File: src/rtl/mar_ram_pkg.sv
// Shared definitions for the MAR / program-RAM block: default widths and
// the control state encoding used by the programming handshake.
package mar_ram_pkg;

  localparam int AW_DEF = 4;
  localparam int DW_DEF = 8;

  typedef enum logic [1:0] {
    RUN     = 2'd0,
    P_IDLE  = 2'd1,
    P_WRITE = 2'd2,
    P_ACK   = 2'd3
  } state_t;

endpackage

File: src/rtl/mar_ram_ram16x8.sv
// Program/data store: synchronous write, asynchronous (zero-latency) read.
// Contents are deliberately not reset so a loaded program survives clr.
module ram16x8 #(
  parameter int AW    = 4,
  parameter int DW    = 8,
  parameter int DEPTH = 16
) (
  input  logic          clk,
  input  logic          we,
  input  logic [AW-1:0] waddr,
  input  logic [DW-1:0] wdata,
  input  logic [AW-1:0] raddr,
  output logic [DW-1:0] rdata
);

  logic [DW-1:0] mem_r [DEPTH];

  // Write port: one word per enabled rising edge.
  always_ff @(posedge clk) begin
    if (we) begin
      mem_r[waddr] <= wdata;
    end
  end

  assign rdata = mem_r[raddr];

endmodule

File: src/rtl/mar_ram.sv
// Memory address register plus 16x8 RAM on an OR-style bus. In RUN the MAR
// loads from the bus and the addressed word is gated onto bus_out; a small
// handshake FSM lets the RAM be filled one word at a time before run mode.
module mar_ram
  import mar_ram_pkg::*;
#(
  parameter int AW    = AW_DEF,
  parameter int DW    = DW_DEF,
  parameter int DEPTH = 2**AW
) (
  input  logic          clk,
  input  logic          clr,
  input  logic [AW-1:0] bus_in,
  input  logic          Lm,
  input  logic          CE,
  output logic [DW-1:0] bus_out,
  output logic [AW-1:0] mar_q,
  input  logic          prog_en,
  input  logic          prog_valid,
  input  logic [AW-1:0] prog_addr,
  input  logic [DW-1:0] prog_data,
  output logic          prog_ready,
  output logic          prog_done,
  output logic          busy
);

  state_t        state_r;
  state_t        state_nxt_s;
  logic [AW-1:0] mar_r;
  logic [AW-1:0] lat_addr_r;
  logic [DW-1:0] lat_data_r;
  logic          we_s;
  logic [DW-1:0] rdata_s;

  // State register; clr always returns to RUN.
  always_ff @(posedge clk) begin
    if (clr) begin
      state_r <= RUN;
    end else begin
      state_r <= state_nxt_s;
    end
  end

  // Next-state logic for run mode and the three-step programming handshake.
  always_comb begin
    state_nxt_s = state_r;
    case (state_r)
      RUN: begin
        if (prog_en) begin
          state_nxt_s = P_IDLE;
        end else begin
          state_nxt_s = RUN;
        end
      end
      P_IDLE: begin
        if (prog_valid) begin
          state_nxt_s = P_WRITE;
        end else if (!prog_en) begin
          state_nxt_s = RUN;
        end else begin
          state_nxt_s = P_IDLE;
        end
      end
      P_WRITE: begin
        state_nxt_s = P_ACK;
      end
      P_ACK: begin
        if (prog_en) begin
          state_nxt_s = P_IDLE;
        end else begin
          state_nxt_s = RUN;
        end
      end
      default: begin
        state_nxt_s = RUN;
      end
    endcase
  end

  // Status outputs decoded from the current state.
  always_comb begin
    prog_ready = 1'b0;
    prog_done  = 1'b0;
    busy       = 1'b1;
    case (state_r)
      RUN: begin
        busy = 1'b0;
      end
      P_IDLE: begin
        prog_ready = 1'b1;
      end
      P_WRITE: begin
        prog_ready = 1'b0;
      end
      P_ACK: begin
        prog_done = 1'b1;
      end
      default: begin
        busy = 1'b1;
      end
    endcase
  end

  // MAR: loads from the bus only in RUN, otherwise holds.
  always_ff @(posedge clk) begin
    if (clr) begin
      mar_r <= {AW{1'b0}};
    end else if ((state_r == RUN) && Lm) begin
      mar_r <= bus_in;
    end else begin
      mar_r <= mar_r;
    end
  end

  // Capture the programming word on handshake so later changes on the
  // programming inputs cannot corrupt the pending write.
  always_ff @(posedge clk) begin
    if (clr) begin
      lat_addr_r <= {AW{1'b0}};
      lat_data_r <= {DW{1'b0}};
    end else if ((state_r == P_IDLE) && prog_valid) begin
      lat_addr_r <= prog_addr;
      lat_data_r <= prog_data;
    end else begin
      lat_addr_r <= lat_addr_r;
      lat_data_r <= lat_data_r;
    end
  end

  // A clr coinciding with the write cycle cancels the write.
  assign we_s = (state_r == P_WRITE) && !clr;

  ram16x8 #(
    .AW    (AW),
    .DW    (DW),
    .DEPTH (DEPTH)
  ) u_ram (
    .clk   (clk),
    .we    (we_s),
    .waddr (lat_addr_r),
    .wdata (lat_data_r),
    .raddr (mar_r),
    .rdata (rdata_s)
  );

  // Bus gating: only RUN with CE drives data, everything else presents zero.
  always_comb begin
    if ((state_r == RUN) && CE) begin
      bus_out = rdata_s;
    end else begin
      bus_out = {DW{1'b0}};
    end
  end

  assign mar_q = mar_r;

endmodule

File: config.mk
export PLATFORM = sky130hd
export DESIGN_NAME = mar_ram
export DESIGN_NICKNAME = d
export VERILOG_FILES = /design/src/rtl/mar_ram_pkg.sv /design/src/rtl/mar_ram_ram16x8.sv /design/src/rtl/mar_ram.sv
export SDC_FILE = /design/constraint.sdc
export NUM_CORES = 1
export LEC_CHECK = 0
export ABC_AREA = 1
export BUFFER_PORTS_ARGS = -buffer_cell sky130_fd_sc_hd__buf_2
export CAP_MARGIN = 20
export CORE_MARGIN = 4
export CORE_UTILIZATION = 40
export DETAILED_ROUTE_END_ITERATION = 10
export PLACE_DENSITY = 0.66
export SYNTH_ARGS = -nofsm -noshare
export SYNTH_HDL_FRONTEND = slang
export SYNTH_SLANG_ARGS = --single-unit
File: constraint.sdc
create_clock -name clk -period 2.2 [get_ports clk]
set_clock_uncertainty 0.05 [all_clocks]
set_input_delay 0 -clock clk [delete_from_list [all_inputs] [get_ports clk]]
set_output_delay 0 -clock clk [all_outputs]
set_load 0.005 [all_outputs]
==> flow_summary.yaml <==
status:
  outcome: "finished, final reports clean"
job:
  drv_cap: 0
synthesis:
  syn_avg_cell_area_um2: 10.18
  synthesis.nets: 644
  synth_seq_cells: 150
  synth_fa_ha_area_frac: 0.007954
  yosysWarningCount: 0
  muxShareOfSynthArea: 0
  synth-compound-area-share: 0.02307
  ys_types: 18
  synthCells: 618
  yosysSeqAreaShare: 0.6809
  yosys.area_share.simple: 0.2148
  synth_top_family_by_area: "simple AND/OR/NAND/NOR gates"
  synth_xor_area_frac: 0
  netlist_area_um2: 6292
placed_design:
  hpwl_um: 9746
  port_buffers: 36
  dpl.cell_count: 870
  place.gp.congestion: 0.8192
pwr:
  ir_worst_vdd_mv: 0.5683
  power.share.combinational: 0.081
  p_per_area_nw_per_um2: 837.1
  p_switching_uw: 1422
  pwr-share-clk: 0.437
  internal_power_uw: 5055
  switching_share: 0.2196
  sequentialPowerShare: 0.482
  leakage_uw: 0.003300
  total_power_uw: 6477
timing:
  max_freq_ghz: 0.5009
  finalSetupTns_ns: 0
  period_share: 0.9074
  slew_viol_final: 0
  hold_viol_final: 0
  slew_headroom: 0.6504
  worst_pin_slew_ns: 0.5236
  setup_viol: 0
  fin_crit_ns: 1.996
  rsz0062_at_grt: "false"
global_routing:
  grt-ovfl-total: 0
  grt_pass1_wl_um: 23930
  grt_pass1_vias: 4461
  antenna_found_initial: 0
  gr-usage-all-layers: 0.1786
  grt_max_degree: 41
finish:
  drive_gt1_frac: 0.1427
  num_antenna_cells: 0
  final_cells: 933
  nets: 735
  utilization: 0.5052
  area_delta_synth_final_pct: 22.97
critical_path:
  required_ns: 2.45
  r2r_start: "state_r[1]"
  cp_data_arrival_time_ns: 2.25
  r2r_cells: 7
  rr_endpoint: "lat_data_r[1]"
  critPathLaunchType: "flop"
  cp-end-kind: "flop"
  rrSetupSlack_ns: 0.20
  crit_type: "flop to flop"
  critPathMaxFanout: 10
cts:
  clk_path_buf_depth: 2
  cts_buffers: 17
  cts_setup_buffers: 0
  cts_tree: "yes"
  cts_root_buf: "clkbuf_16"
  clk_latency_ns: 0.42
  cts.sinks: 150
  cts_max_level: 4
  clk_pin_slew_ns: 0.06
routing:
  ant_nets: 0
  drt-initial-drc-count: 515
  dr_total_vias: 4560
  avgViaCountPerCell: 4.887
  wl_per_cell_um: 16.41
  drcViolationCount: 0
  finalWirelength_um: 15310
  dr.pass1.iters: 5
die:
  chipHeight_um: 133.4
  die_area_um2: 17800
  std_cell_rows: 45
  core_um2: 15310
  io_pins: 37
  die_x_um: 133.4
  start_util: 0.4109
worst_hold_path:
  min_delay_path_depth: 4
  hp-start: "bus_in[3]"
  hold_path_class: "input port to flop"
[power by group through the flow]
stage	Combinational [µW]	Clock, µW	Sequential (µW)
after CTS	514	2850	3120
final	523	2830	3120
after global placement	465	0	3180
after global routing	583	2980	3120
after floorplan	296	0	3190
after detailed placement	474	0	3180
[cell usage in the layout, fill, tap and decap left out]
| cell type | n |
|---|---|
| inv_2 | 2 |
| buf_2 | 36 |
| clkinvlp_4 | 1 |
| inv_1 | 75 |
| a21oi_1 | 22 |
| o211ai_1 | 1 |
| dlygate4sd3_1 | 31 |
| nand2_1 | 226 |
| buf_4 | 31 |
| buf_12 | 1 |
| clkinv_1 | 1 |
| ha_1 | 4 |
| dfxtp_2 | 1 |
| or2_2 | 1 |
| nand3_1 | 82 |
| clkbuf_16 | 21 |
| a21oi_2 | 1 |
| inv_4 | 2 |
| nand2_2 | 1 |
| edfxtp_1 | 128 |
| a211oi_1 | 3 |
| nor2_1 | 22 |
| clkinv_2 | 3 |
| clkbuf_8 | 2 |
| clkbuf_1 | 3 |
| dfxtp_1 | 21 |
[logic make-up after synthesis]
family          Yosys count
flops                   150
compound gates           27
buf+inv                 105
fa+ha+maj                 4
simple gates            332
[worst max-delay path by stage]
stage               start                  to  slack, ns  cells after the start
2_1_floorplan  state_r[0]  u_ram.mem_r[12][0]       0.53                      6
3_3_place_gp   state_r[0]  u_ram.mem_r[15][3]       0.32                      7
3_5_place_dp   state_r[0]  u_ram.mem_r[15][4]       0.26                      7
4_1_cts        state_r[1]       lat_data_r[5]       0.05                      7
5_1_grt              flop          bus_out[4]       0.04                      9
6_report       state_r[1]       lat_data_r[1]       0.20                      7
[metal layers]
layer,GRT usage,vias up,part of all wire
li1,-,2199,-
met1,0.2338,2113,0.43
met2,0.2875,207,0.48
met3,0.03550,41,0.063
met4,0.08400,0,0.031
met5,0,-,0
[sequential cells by signal, indices dropped and copies added, names as in the netlist, named ones only]
signal / flops
lat_addr_r: 4
mar_q: 4
u_ram.mem_r: 128
lat_data_r: 8
state_r: 2
[through the flow]
stage	hold WS (ns)	setup slack (ns)	instance area, µm²
floorplan	0.09461	0.5275	6292
global placement	0.1990	0.3198	6822
detailed placement	0.2080	0.2598	6822
CTS	0.04135	0.04937	7717
global route	0.3693	0.04199	7737
finish	0.3602	0.2037	7737
[critical path, stage by stage, from the launching register on]
cell and delay (ns):
dfxtp_1 0.35, inv_1 0.07, ha_1 0.25, nand2_2 0.21
clkinvlp_4 0.22, nand2_1 0.11, a21oi_1 0.06, dlygate4sd3_1 0.55
[cells in the mapped netlist]
master,n,share of area
edfxtp_1,128,0.61
inv_2,2,0.0012
ha_1,4,0.0080
a21oi_1,23,0.018
nor2_1,22,0.013
buf_2,15,0.012
buf_1,2,0.0012
nand2_1,227,0.14
a211oi_1,3,0.0036
dfxtp_1,22,0.070
o211ai_1,1,0.0012
clkinv_1,1,0.00060
nand3_1,82,0.065
inv_1,75,0.045
buf_4,3,0.0036
or2_2,1,0.00099
buf_6,5,0.0089
clkbuf_1,2,0.0012
[cell type report]
class	count	area, µm²
Tap cell	211	264.0
Sequential cell	150	4285
Timing Repair Buffer	99	743.2
Clock inverter	6	31.28
Inverter	78	296.5
Clock buffer	26	564.3
Multi-Input combinational cell	363	1553
Fill cell	1381	7577
[what timing repair did]
action,in CTS,in global routing
gates resized for setup,0,3
hold endpoints to repair,22,2
endpoints found under the setup margin,0,10
hold buffers,30,1
No activity file was read; power rests on OpenSTA's default activity.
